`src/rtl/toggle_hs_responder.sv`:
```
// toggle_hs_responder: two-phase toggle request/ack responder feeding a valid/ready output
module toggle_hs_responder #(
    parameter int DATA_W      = 8,
    parameter int SYNC_STAGES = 2,
    parameter int CNT_W       = 16
) (
    input  logic              clk,
    input  logic              rst,
    input  logic              req_tgl,
    input  logic [DATA_W-1:0] req_data,
    output logic              ack_tgl,
    output logic [DATA_W-1:0] out_data,
    output logic              out_valid,
    input  logic              out_ready,
    output logic [CNT_W-1:0]  xfer_count,
    output logic              proto_err
);
    localparam logic [0:0] IDLE = 1'b0;
    localparam logic [0:0] HOLD = 1'b1;
    logic [SYNC_STAGES-1:0] sync;
    logic [0:0]             state;
    logic                   req_s;
    logic                   req_seen;
    assign req_s = sync[SYNC_STAGES-1];
    assign out_valid = state;
    // Bring the asynchronous request toggle into the clock domain
    always_ff @(posedge clk) begin
        if (rst) sync <= '0;
        else sync <= {sync[SYNC_STAGES-2:0], req_tgl};
    end
    // Capture a new request, hold it until downstream accepts, then acknowledge
    always_ff @(posedge clk) begin
        if (rst) begin
            state      <= IDLE;
            req_seen   <= 1'b0;
            ack_tgl    <= 1'b0;
            out_data   <= '0;
            xfer_count <= '0;
            proto_err  <= 1'b0;
        end else if (state == IDLE) begin
            if (req_s != req_seen) begin
                out_data <= req_data;
                req_seen <= req_s;
                state    <= HOLD;
            end
        end else begin
            if (req_s != req_seen) proto_err <= 1'b1;
            if (out_ready) begin
                ack_tgl    <= ~ack_tgl;
                xfer_count <= xfer_count + CNT_W'(1);
                state      <= IDLE;
            end
        end
    end
endmodule

```
`config.mk`:
```
export PLATFORM = sky130hd
export DESIGN_NAME = toggle_hs_responder
export DESIGN_NICKNAME = d
export VERILOG_FILES = /design/src/rtl/toggle_hs_responder.sv
export SDC_FILE = /design/constraint.sdc
export NUM_CORES = 1
export LEC_CHECK = 0
export ABC_AREA = 1
export CAP_MARGIN = 15
export CORE_MARGIN = 4
export CORE_UTILIZATION = 45
export CTS_CLUSTER_DIAMETER = 150
export DETAILED_ROUTE_END_ITERATION = 7
export PLACE_DENSITY = 0.88
export SLEW_MARGIN = 40
export SYNTH_ARGS = -nofsm -noshare
export SYNTH_HDL_FRONTEND = slang
export SYNTH_SLANG_ARGS = --single-unit
```
`constraint.sdc`:
```
create_clock -name clk -period 1.4 [get_ports clk]
set_clock_uncertainty 0.1 [all_clocks]
set_input_delay 0.28 -clock clk [delete_from_list [all_inputs] [get_ports clk]]
set_output_delay 0.28 -clock clk [all_outputs]
set_load 0.005 [all_outputs]
```
==> results of run 1 <==
[path summary, 6_finish.rpt]
kind | endpoint | cells after the start | slack [ns] | start
max | xfer_count[12] | 9 | 0.001 | xfer_count[1]
min | sync[1] | 2 | 0.31 | sync[0]
max reg2reg | xfer_count[12] | 9 | 0.001 | xfer_count[1]
min reg2reg | sync[1] | 2 | 0.31 | sync[0]
[metal layers]
layer | routed length, microns | global-route usage [%] | up-vias
met5 | 0 | 0 | -
met4 | 59 | 6.81 | 0
met3 | 251 | 7.45 | 7
met2 | 1600 | 31.6 | 48
met1 | 1410 | 20.6 | 606
li1 | - | - | 682
[logic make-up after synthesis]
kind of cell               synth area share, %
xor gates and xnor gates                  1.40
AOI/OAI and AO/OA                         10.6
buffers and inverters                     7.01
DFF                                       48.1
adders and majority gates                 1.00
and+or+nand+nor                           31.9
[what timing repair did]
item | CTS | global route
endpoints found under the hold margin | 0 | 0
hold buffers | 0 | 0
pin swaps | 4 | 4
endpoints found under the setup margin | 36 | 19
gates resized for setup | 56 | 15
setup buffers | 13 | 1
[area by class of cell]
cell class	instances	share of cell area, %
Multi-Input combinational cell	120	30.6
Tap cell	30	1.86
Clock inverter	2	2.97
Sequential cell	30	31.3
Timing Repair Buffer	63	27.0
Inverter	20	3.71
Clock buffer	6	2.54
[tightest hold or removal path, cell delays in order (launching register included)]
cell and delay [ns]:
dfxtp_1 0.31, inv_1 0.04, nor2_1 0.03
[sequential cells by signal (all words and copies together), names as in the netlist]
name and count:
ack_tgl 1, proto_err 1, out_valid 1, out_data 8, req_seen 1, sync 2
xfer_count 16
[cells in the mapped netlist]
cell type	count	area [sq um]
o21ai_0	15	75.1
or2_2	1	6.26
nor2_1	48	180
o21a_1	1	7.51
and3_2	1	7.51
nor3_1	2	10.0
a21o_1	1	7.51
a21oi_1	7	35.0
nand2_2	1	6.26
nor3b_1	1	7.51
nand2_1	23	86.3
ha_1	1	12.5
nand4_1	3	18.8
dfxtp_1	30	601
buf_1	1	3.75
xor2_1	2	17.5
clkbuf_1	1	3.75
buf_2	1	5.00
a211oi_1	1	7.51
nand3_1	9	45.0
nand3b_1	1	7.51
nor2_4	2	22.5
inv_1	20	75.1
[per-stage QoR]
stage	hold WS [ns]	area, sq um	utilization [%]
after floorplan	0.287	1250	-
after global placement	0.290	1750	68.1
after detailed placement	0.304	1750	68.1
after CTS	0.318	1970	76.8
after global routing	0.344	2020	78.8
final	0.315	2020	78.8
[where the power goes]
| part | total [uW] | switching [uW] | internal, uW |
|---|---|---|---|
| logic | 229 | 110 | 119 |
| registers | 911 | 19.2 | 892 |
| clock network | 919 | 314 | 605 |
| total | 2060 | 443 | 1620 |
==> qor.yml, run 1 <==
critical_path:
  endpoint_kind: "flop"
  cp.required_ns: 1.54
  slowest_stage: "dfxtp_2"
  arrival_ns: 1.54
  path_cells: "buf_6 > ha_4 > nand2_4 > nor2_4 > nand3b_1 > nor2_2 > nand2_1 > nand2_1 > nor2_1"
  cp_common_cell: "nand2_1"
  cp_num_buf_inv: 1
  critPathMaxStageDelay_ns: 0.35
  cp_top_family: "simple AND/OR/NAND/NOR gates"
  worstSetupPathType: "flop to flop"
  start_kind: "flop"
  worstPathMaxFanout: 3
clock_network:
  tritoncts: "built"
  max-clock-path-buffers: 2
  h-tree-depth: 2
  clk_latency_ns: 0.34
  clock_sinks: 30
  clk_pin_slew_worst_paths_ns: 0.10
  cts_buffers: 5
  root_buffer: "clkbuf_4"
run_status:
  status: "complete, no violations"
route:
  wirelength_microns: 3320
  vias_per_cell: 4.96
  vias: 1343
  drtPass1Iterations: 4
  drc: 0
  ant_nets: 0
  drt_iter0_markers: 34
  wire_per_inst_microns: 12.2
global_routing:
  grtUsageTotal_pct: 18.5
  grt_max_degree: 23
  grt_pass1_vias: 1222
  antenna_found_initial: 0
  gr-total-overflow: 0
  grt_pass1_wl_microns: 5040
synth:
  netlist_area_sq_um: 1250
  ys_types: 23
  yosysWarnings: 0
  netlist_instances: 173
  synth.net_count: 186
  syn-mean-instance-area_sq_um: 7.22
  ys_ff_latch: 30
  yosysSeqAreaShare_pct: 48.1
timing:
  drv_slew: 0
  grt_setup_unrepaired: "yes"
  setup_ws_ns: 0.00102
  setup_tns_ns: 0
  max_freq_mhz: 715
  finalCritPeriodShare_pct: 99.9
  slew_headroom_pct: 84.9
  setup_violations: 0
  layout_min_cycle_time_ns: 1.40
  tightest_slew_ns: 0.225
  final_hold_viol_count: 0
die:
  die_area_sq_um: 3680
  row_count: 18
  initial_core_util_pct: 48.6
  io_pins: 39
  core_area_sq_um: 2570
  die_h_microns: 60.7
  die_w_microns: 60.7
finish:
  areaGrowthSynthToFinish_pct: 62.0
  fillCellCount: 170
  multi_input_area_sq_um: 619
  regArea_sq_um: 633
  nets: 253
  final_cell_mix: "nor2_1 (42), dlygate4sd2_1 (26), buf_4 (23), nand2_1 (22), inv_1 (19)"
  layout.cells.most_common: "nor2_1"
  drive_above_1_share_pct: 29.0
  fin_cells: 271
  antenna_cells: 0
placed_design:
  numPortBuffers: 38
  routabilityCongestion: 0.814
  dpl.cell_count: 249
  hpwl_microns: 2090
  place_ws_ns: -0.258
pwr:
  ir_worst_vdd_mv: 1.02
  power_uw: 2060
  p_per_area_nw_per_um2: 1020
  cellLeakagePower_uw: 0.00100
hold_path:
  min_path_type: "flop to flop"
run:
  max_cap_viol_count: 0
(Power assumes the default switching activity.)
==> run 2, diff against run 1 <==
Settings changed: ABC_AREA 1 to 0.
==> run 2 against run 1 <==
The flow now finishes with violations (setup timing); routed wire length up 8.4%; fmax decreased by 5.9%; power is 25% lower; sequential share of layout area grew 2.6 points; design area fell by 6.9%; via count decreased by 15%; combinational power shrank 31%; synthesized cell count decreased by 28%; clock power down 47%; first-iteration DRC count fell by 24%; count of clock-buffer cells in the layout unchanged; critical endpoint is now xfer_count[14]; largest power group is now registers.
==> qor.yml, run 2 <==
synth:
  netlist_area_sq_um: 1210  # was 1250 sq um
  yosys.area.top_type: "dfxtp_1"  # unchanged
  synth_commonest_cells: "dfxtp_1 (30), nor2_1 (23), xor2_1 (13)"  # was nor2_1 (48), dfxtp_1 (30), nand2_1 (23)
  yosysTopAreaCellShare_pct: 49.5  # was 48.1%
  yosysSeqAreaShare_pct: 49.5  # was 48.1%
  ys_ff_latch: 30  # unchanged
  synth.net_count: 138  # was 186
  ys_types: 23  # unchanged
  syn-mean-instance-area_sq_um: 9.71  # was 7.22 sq um
  synthFlopType: "dfxtp_1"  # unchanged
  synth_edf_count: 0  # unchanged
  post-synth-top-count-cell: "dfxtp_1"  # was nor2_1
  yosysWarnings: 0  # unchanged
  async_flop_share_pct: 0  # unchanged
  netlist_instances: 125  # was 173
  synthTopCellsByArea: "dfxtp_1 (49%), xor2_1 (9.4%), mux2i_1 (7.4%)"  # was dfxtp_1 (48%), nor2_1 (14%), nand2_1 (6.9%)
pwr:
  p_sw_share_pct: 24.9  # was 21.5%
  power_uw: 1540  # was 2060 uW
  p_int_uw: 1150  # was 1620 uW
  p_per_area_nw_per_um2: 817  # was 1020 nW/um^2
  cellLeakagePower_uw: 0.000852  # was 0.00100 uW
  ir_worst_vdd_mv: 0.824  # was 1.02 mV
  sequentialPowerShare_pct: 57.9  # was 44.3%
  combinationalPowerShare_pct: 10.3  # was 11.1%
  switchingPower_uw: 384  # was 443 uW
  clkPwrFrac_pct: 31.8  # was 44.6%
route:
  wire_per_inst_microns: 16.6  # was 12.2 microns
  drc: 0  # unchanged
  vias_per_cell: 5.27  # was 4.96
  drt_iter0_markers: 26  # was 34
  drtPass1Iterations: 4  # unchanged
  ant_nets: 0  # unchanged
  vias: 1143  # was 1,343
  wirelength_microns: 3600  # was 3320 microns
timing:
  max_freq_mhz: 673  # was 715 MHz
  grt_setup_unrepaired: "yes"  # unchanged
  finalCritPeriodShare_pct: 106  # was 99.9%
  slew_headroom_pct: 79.9  # was 84.9%
  final_hold_viol_count: 0  # unchanged
  layout_min_cycle_time_ns: 1.49  # was 1.40 ns
  timing.hold.ws_ns: 0.375  # was 0.315 ns
  drv_slew: 0  # unchanged
  tightest_slew_ns: 0.299  # was 0.225 ns
  setup_ws_ns: -0.0861  # was 0.00102 ns
  setup_violations: 5  # was 0
global_routing:
  grtUsageMet3_pct: 6.91  # was 7.45%
  antenna_found_initial: 0  # unchanged
  grtUsageMet1_pct: 23.9  # was 20.6%
  busiest_layer: "met2"  # unchanged
  grt_util_met2_pct: 37.5  # was 31.6%
  gr-total-overflow: 0  # unchanged
  grt_pass1_vias: 1177  # was 1,222
  grtUsageTotal_pct: 22.3  # was 18.5%
  grt_max_degree: 31  # was 23
  grt_pass1_wl_microns: 5670  # was 5040 microns
finish:
  largest_reg_flops: 16  # unchanged
  antenna_cells: 0  # unchanged
  areaGrowthSynthToFinish_pct: 55.2  # was 62.0%
  largest-register: "xfer_count"  # unchanged
  drive_above_1_share_pct: 40.6  # was 29.0%
  fillCellCount: 172  # was 170
  nets: 199  # was 253
  regArea_sq_um: 638  # was 633 sq um
  layout.cells.most_common: "nor2_1"  # unchanged
  largestRegisters: "xfer_count: 16 flops, out_data: 8 flops, sync: 2 flops"  # unchanged
  multi_input_area_sq_um: 624  # was 619 sq um
  final_cell_mix: "nor2_1 (23), dlygate4sd2_1 (22), dfxtp_2 (18), buf_4 (18), xor2_1 (12)"  # was nor2_1 (42), dlygate4sd2_1 (26), buf_4 (23), nand2_1 (22), inv_1 (19)
critical_path:
  arrival_ns: 1.66  # was 1.54 ns
  crit_start: "xfer_count[0]"  # was xfer_count[1]
  critPathMaxStageDelay_ns: 0.38  # was 0.35 ns
  worstSetupPathType: "flop to flop"  # unchanged
  cp_num_buf_inv: 0  # was 1
  endpoint_kind: "flop"  # unchanged
  cp_top_family: "simple AND/OR/NAND/NOR gates"  # unchanged
  path_cells: "ha_4 > and4_4 > nand3_2 > or3_1 > a21oi_2"  # was buf_6 > ha_4 > nand2_4 > nor2_4 > nand3b_1 > nor2_2 > nand2_1 > nand2_1 > nor2_1
  regToRegStartpoint: "xfer_count[0]"  # was xfer_count[1]
  slowest_stage: "dfxtp_4"  # was dfxtp_2
  worstPathMaxFanout: 4  # was 3
  start_kind: "flop"  # unchanged
  cp.required_ns: 1.57  # was 1.54 ns
clock_network:
  postCtsHoldBufs: 0  # unchanged
  root_buffer: "clkbuf_4"  # unchanged
  clk_latency_ns: 0.34  # about the same
  clock_sinks: 30  # unchanged
  max-clock-path-buffers: 2  # unchanged
  cts_buffers: 5  # unchanged
  h-tree-depth: 2  # unchanged
  clk_pin_slew_worst_paths_ns: 0.09  # was 0.10 ns
  tritoncts: "built"  # unchanged
die:
  core_area_sq_um: 2520  # was 2570 sq um
  die_w_microns: 59.9  # was 60.7 microns
  die_area_sq_um: 3590  # was 3680 sq um
  die_h_microns: 59.9  # was 60.7 microns
  initial_core_util_pct: 48.1  # was 48.6%
  row_count: 18  # unchanged
  io_pins: 39  # unchanged
placed_design:
  numPortBuffers: 38  # unchanged
  hpwl_microns: 2220  # was 2090 microns
  routabilityCongestion: 0.738  # was 0.814
  place_ws_ns: -0.476  # was -0.258 ns
run_status:
  violations: "setup timing"
  status: "finished with violations"  # was complete, no violations
run:
  max_cap_viol_count: 0  # unchanged
hold_path:
  min_from: "sync[0]"  # unchanged
  min_path_type: "flop to flop"  # unchanged
[run 2: power by group through the flow]
stage	Sequential [uW]	Clock [uW]	Combinational [uW]
2_1_floorplan	908	0	67.8
3_3_place_gp	909	0	159
3_5_place_dp	910	0	166
4_1_cts	887	499	155
5_1_grt	894	547	171
6_report	891	489	158
[run 2: cells by family (layout without fill, tap and decap cells)]
kind of cell    Yosys count  after routing  share of synthesized area (%)
mux                       9              9                           7.42
fa+ha+maj                 1              1                           1.03
flops                    30             30                           49.5
simple gates             54             54                           23.5
compound gates           11             11                           4.74
buf+inv                   7             69                           4.43
xor+xnor                 13             13                           9.38
[run 2: layout make-up]
cell class	count	share of cell area, %
clock buffer	6	2.19
clock inverter	2	0.532
multi-input combinational	88	33.2
sequential	30	33.9
tap	30	1.99
timing repair buffer	61	28.2
[run 2: final timing paths]
path | to | slack [ns] | cells past startpoint
setup / recovery | xfer_count[14] | -0.09 | 5
hold / removal | sync[1] | 0.38 | 1
hold reg to reg | sync[1] | 0.38 | 1
setup reg to reg | xfer_count[14] | -0.09 | 5
[run 2: timing repair]
action                                  CTS  global route
resized for setup                        59            19
buffers inserted                          5             2
endpoints found under the setup margin   36            25
pin swaps                                 7            11
[run 2: stage by stage]
stage	utilization, %	instance area, sq um	setup TNS (ns)	cells
after floorplan	-	1250	-0.0359	125
after global placement	70.1	1770	-3.60	204
after detailed placement	70.1	1770	-4.98	204
after CTS	73.9	1860	-0.384	216
after global routing	74.7	1880	-0.725	217
final	74.7	1880	-0.121	217
[run 2: layer usage]
metal  wire (microns)  up-vias
met5                0        -
met1             1390      546
li1                 -      545
met2             1850       39
met3              182       13
met4              168        0
==> run 3, diff against run 2 <==
Settings changed: RECOVER_POWER from default to 25.
==> run 3 against run 2 <==
The run still ends with setup timing left; largest cell class unchanged; design area is the same; critical path depth is the same; critical path type unchanged; combinational power is essentially flat; first-iteration DRC count is the same; critical endpoint unchanged; setup slack is essentially flat; clock power is essentially flat; non-clock buffer count is the same; routed wire length is the same; fmax is essentially flat.
==> qor.yml, run 3 (synthesized netlist as in run 2, its figures left out) <==
global_routing:
  antenna_found_initial: 0  # unchanged
  grt_pass1_vias: 1177  # unchanged
  grt_max_degree: 31  # unchanged
  gr-total-overflow: 0  # unchanged
  grtUsageTotal_pct: 22.3  # unchanged
  grt_pass1_wl_microns: 5670  # unchanged
placed_design:
  routabilityCongestion: 0.738  # unchanged
  place_ws_ns: -0.476  # unchanged
  dpl.cell_count: 204  # unchanged
  numPortBuffers: 38  # unchanged
  hpwl_microns: 2220  # unchanged
route:
  wire_per_inst_microns: 16.6  # unchanged
  vias_per_cell: 5.26  # was 5.27
  ant_nets: 0  # unchanged
  drtPass1Iterations: 4  # unchanged
  drt_iter0_markers: 26  # unchanged
  wirelength_microns: 3600  # unchanged
  vias: 1142  # was 1,143
  drc: 0  # unchanged
critical_path:
  start_kind: "flop"  # unchanged
  r2r-end: "xfer_count[14]"  # unchanged
  ff2ff_setup_slack_ns: -0.09  # about the same
  critPathMaxStageDelay_ns: 0.38  # about the same
  worstSetupPathType: "flop to flop"  # unchanged
  regToRegStartpoint: "xfer_count[0]"  # unchanged
  ff2ff_path_depth: 5  # unchanged
  cp.required_ns: 1.57  # about the same
  cp_top_family: "simple AND/OR/NAND/NOR gates"  # unchanged
  path_cells: "ha_4 > and4_4 > nand3_2 > or3_1 > a21oi_2"  # unchanged
  worstPathMaxFanout: 4  # unchanged
  endpoint_kind: "flop"  # unchanged
  arrival_ns: 1.66  # about the same
  cp_num_buf_inv: 0  # unchanged
  slowest_stage: "dfxtp_4"  # unchanged
timing:
  grt_setup_unrepaired: "yes"  # unchanged
  drv_slew: 0  # unchanged
  slew_headroom_pct: 79.9  # unchanged
  tightest_slew_ns: 0.299  # unchanged
  setup_ws_ns: -0.0859  # was -0.0861 ns
  final_hold_viol_count: 0  # unchanged
  finalCritPeriodShare_pct: 106  # about the same
  setup_violations: 5  # unchanged
  layout_min_cycle_time_ns: 1.49  # about the same
  max_freq_mhz: 673  # about the same
run_status:
  violations: "setup timing"  # unchanged
  status: "finished with violations"  # unchanged
hold_path:
  min_path_type: "flop to flop"  # unchanged
  hold_end: "sync[1]"  # unchanged
  whs_path_depth: 1  # unchanged
  min_from: "sync[0]"  # unchanged
finish:
  nets: 199  # unchanged
  fin_cells: 217  # unchanged
  regArea_sq_um: 638  # unchanged
  largestRegisters: "xfer_count: 16 flops, out_data: 8 flops, sync: 2 flops"  # unchanged
  multi_input_area_sq_um: 624  # unchanged
  final_cell_mix: "nor2_1 (23), dlygate4sd2_1 (22), dfxtp_2 (18), buf_4 (18), xor2_1 (12)"  # unchanged
  drive_above_1_share_pct: 40.6  # unchanged
  layout.cells.most_common: "nor2_1"  # unchanged
  antenna_cells: 0  # unchanged
  fillCellCount: 172  # unchanged
  largest-register: "xfer_count"  # unchanged
  areaGrowthSynthToFinish_pct: 55.2  # unchanged
  largest_reg_flops: 16  # unchanged
die:
  die_h_microns: 59.9  # unchanged
  initial_core_util_pct: 48.1  # unchanged
  io_pins: 39  # unchanged
  die_area_sq_um: 3590  # unchanged
  core_area_sq_um: 2520  # unchanged
  row_count: 18  # unchanged
  die_w_microns: 59.9  # unchanged
pwr:
  p_per_area_nw_per_um2: 817  # about the same
  cellLeakagePower_uw: 0.000853  # was 0.000852 uW
  ir_worst_vdd_mv: 0.823  # was 0.824 mV
clock_network:
  cts_buffers: 5  # unchanged
  h-tree-depth: 2  # unchanged
  root_buffer: "clkbuf_4"  # unchanged
  clock_sinks: 30  # unchanged
  tritoncts: "built"  # unchanged
  postCtsHoldBufs: 0  # unchanged
  max-clock-path-buffers: 2  # unchanged
  clk_latency_ns: 0.34  # about the same
  clk_pin_slew_worst_paths_ns: 0.09  # about the same
run:
  max_cap_viol_count: 0  # unchanged
-- run 3: how the worst max path moves through the flow --
stage             startpoint              to  cells after the start
3_5_place_dp       out_ready  xfer_count[11]                      5
2_1_floorplan  xfer_count[5]  xfer_count[11]                      5
4_1_cts        xfer_count[1]  xfer_count[14]                      6
6_report       xfer_count[0]  xfer_count[14]                      5
5_1_grt        xfer_count[1]  xfer_count[14]                      5
3_3_place_gp       out_ready  xfer_count[13]                      5
-- run 3: per-stage QoR --
stage / area [sq um] / hold slack (ns) / util (%) / TNS [ns] / power [uW]
after global routing: 1880 / 0.384 / 74.7 / -0.725 / 1610
after CTS: 1860 / 0.343 / 73.9 / -0.384 / 1540
after floorplan: 1250 / 0.271 / - / -0.0359 / 976
final: 1880 / 0.375 / 74.7 / -0.121 / 1540
after global placement: 1770 / 0.332 / 70.1 / -3.60 / 1070
after detailed placement: 1770 / 0.357 / 70.1 / -4.98 / 1080
-- run 3: repair_timing --
action                                  4_1_cts  5_1_grt
buffers inserted                              5        2
gates resized for setup                      59       19
endpoints found under the setup margin       36       25
pin swaps                                     7       11
-- run 3: layout make-up --
class | count | area share, %
clock buffer | 6 | 2.19
clock inverter | 2 | 0.532
multi-input combinational | 88 | 33.2
sequential | 30 | 33.9
tap | 30 | 1.99
timing repair buffer | 61 | 28.2
-- run 3: metal layers --
layer  up-vias  GRT usage, %  routed length (microns)
met5         -             0                        0
met4         0          14.2                      168
met3        13          6.91                      182
met2        39          37.5                     1850
met1       545          23.9                     1390
li1        545             -                        -
-- run 3: report_power, final --
part | internal (uW) | switching (uW)
logic | 91.3 | 65.9
registers | 872 | 19.2
clock network | 191 | 299
total | 1150 | 384
-- run 3: worst register-to-register path, cell delays in order (launching register included) --
cell and delay (ns):
dfxtp_4 0.38, ha_4 0.15, and4_4 0.25, nand3_2 0.09
or3_1 0.34, a21oi_2 0.13
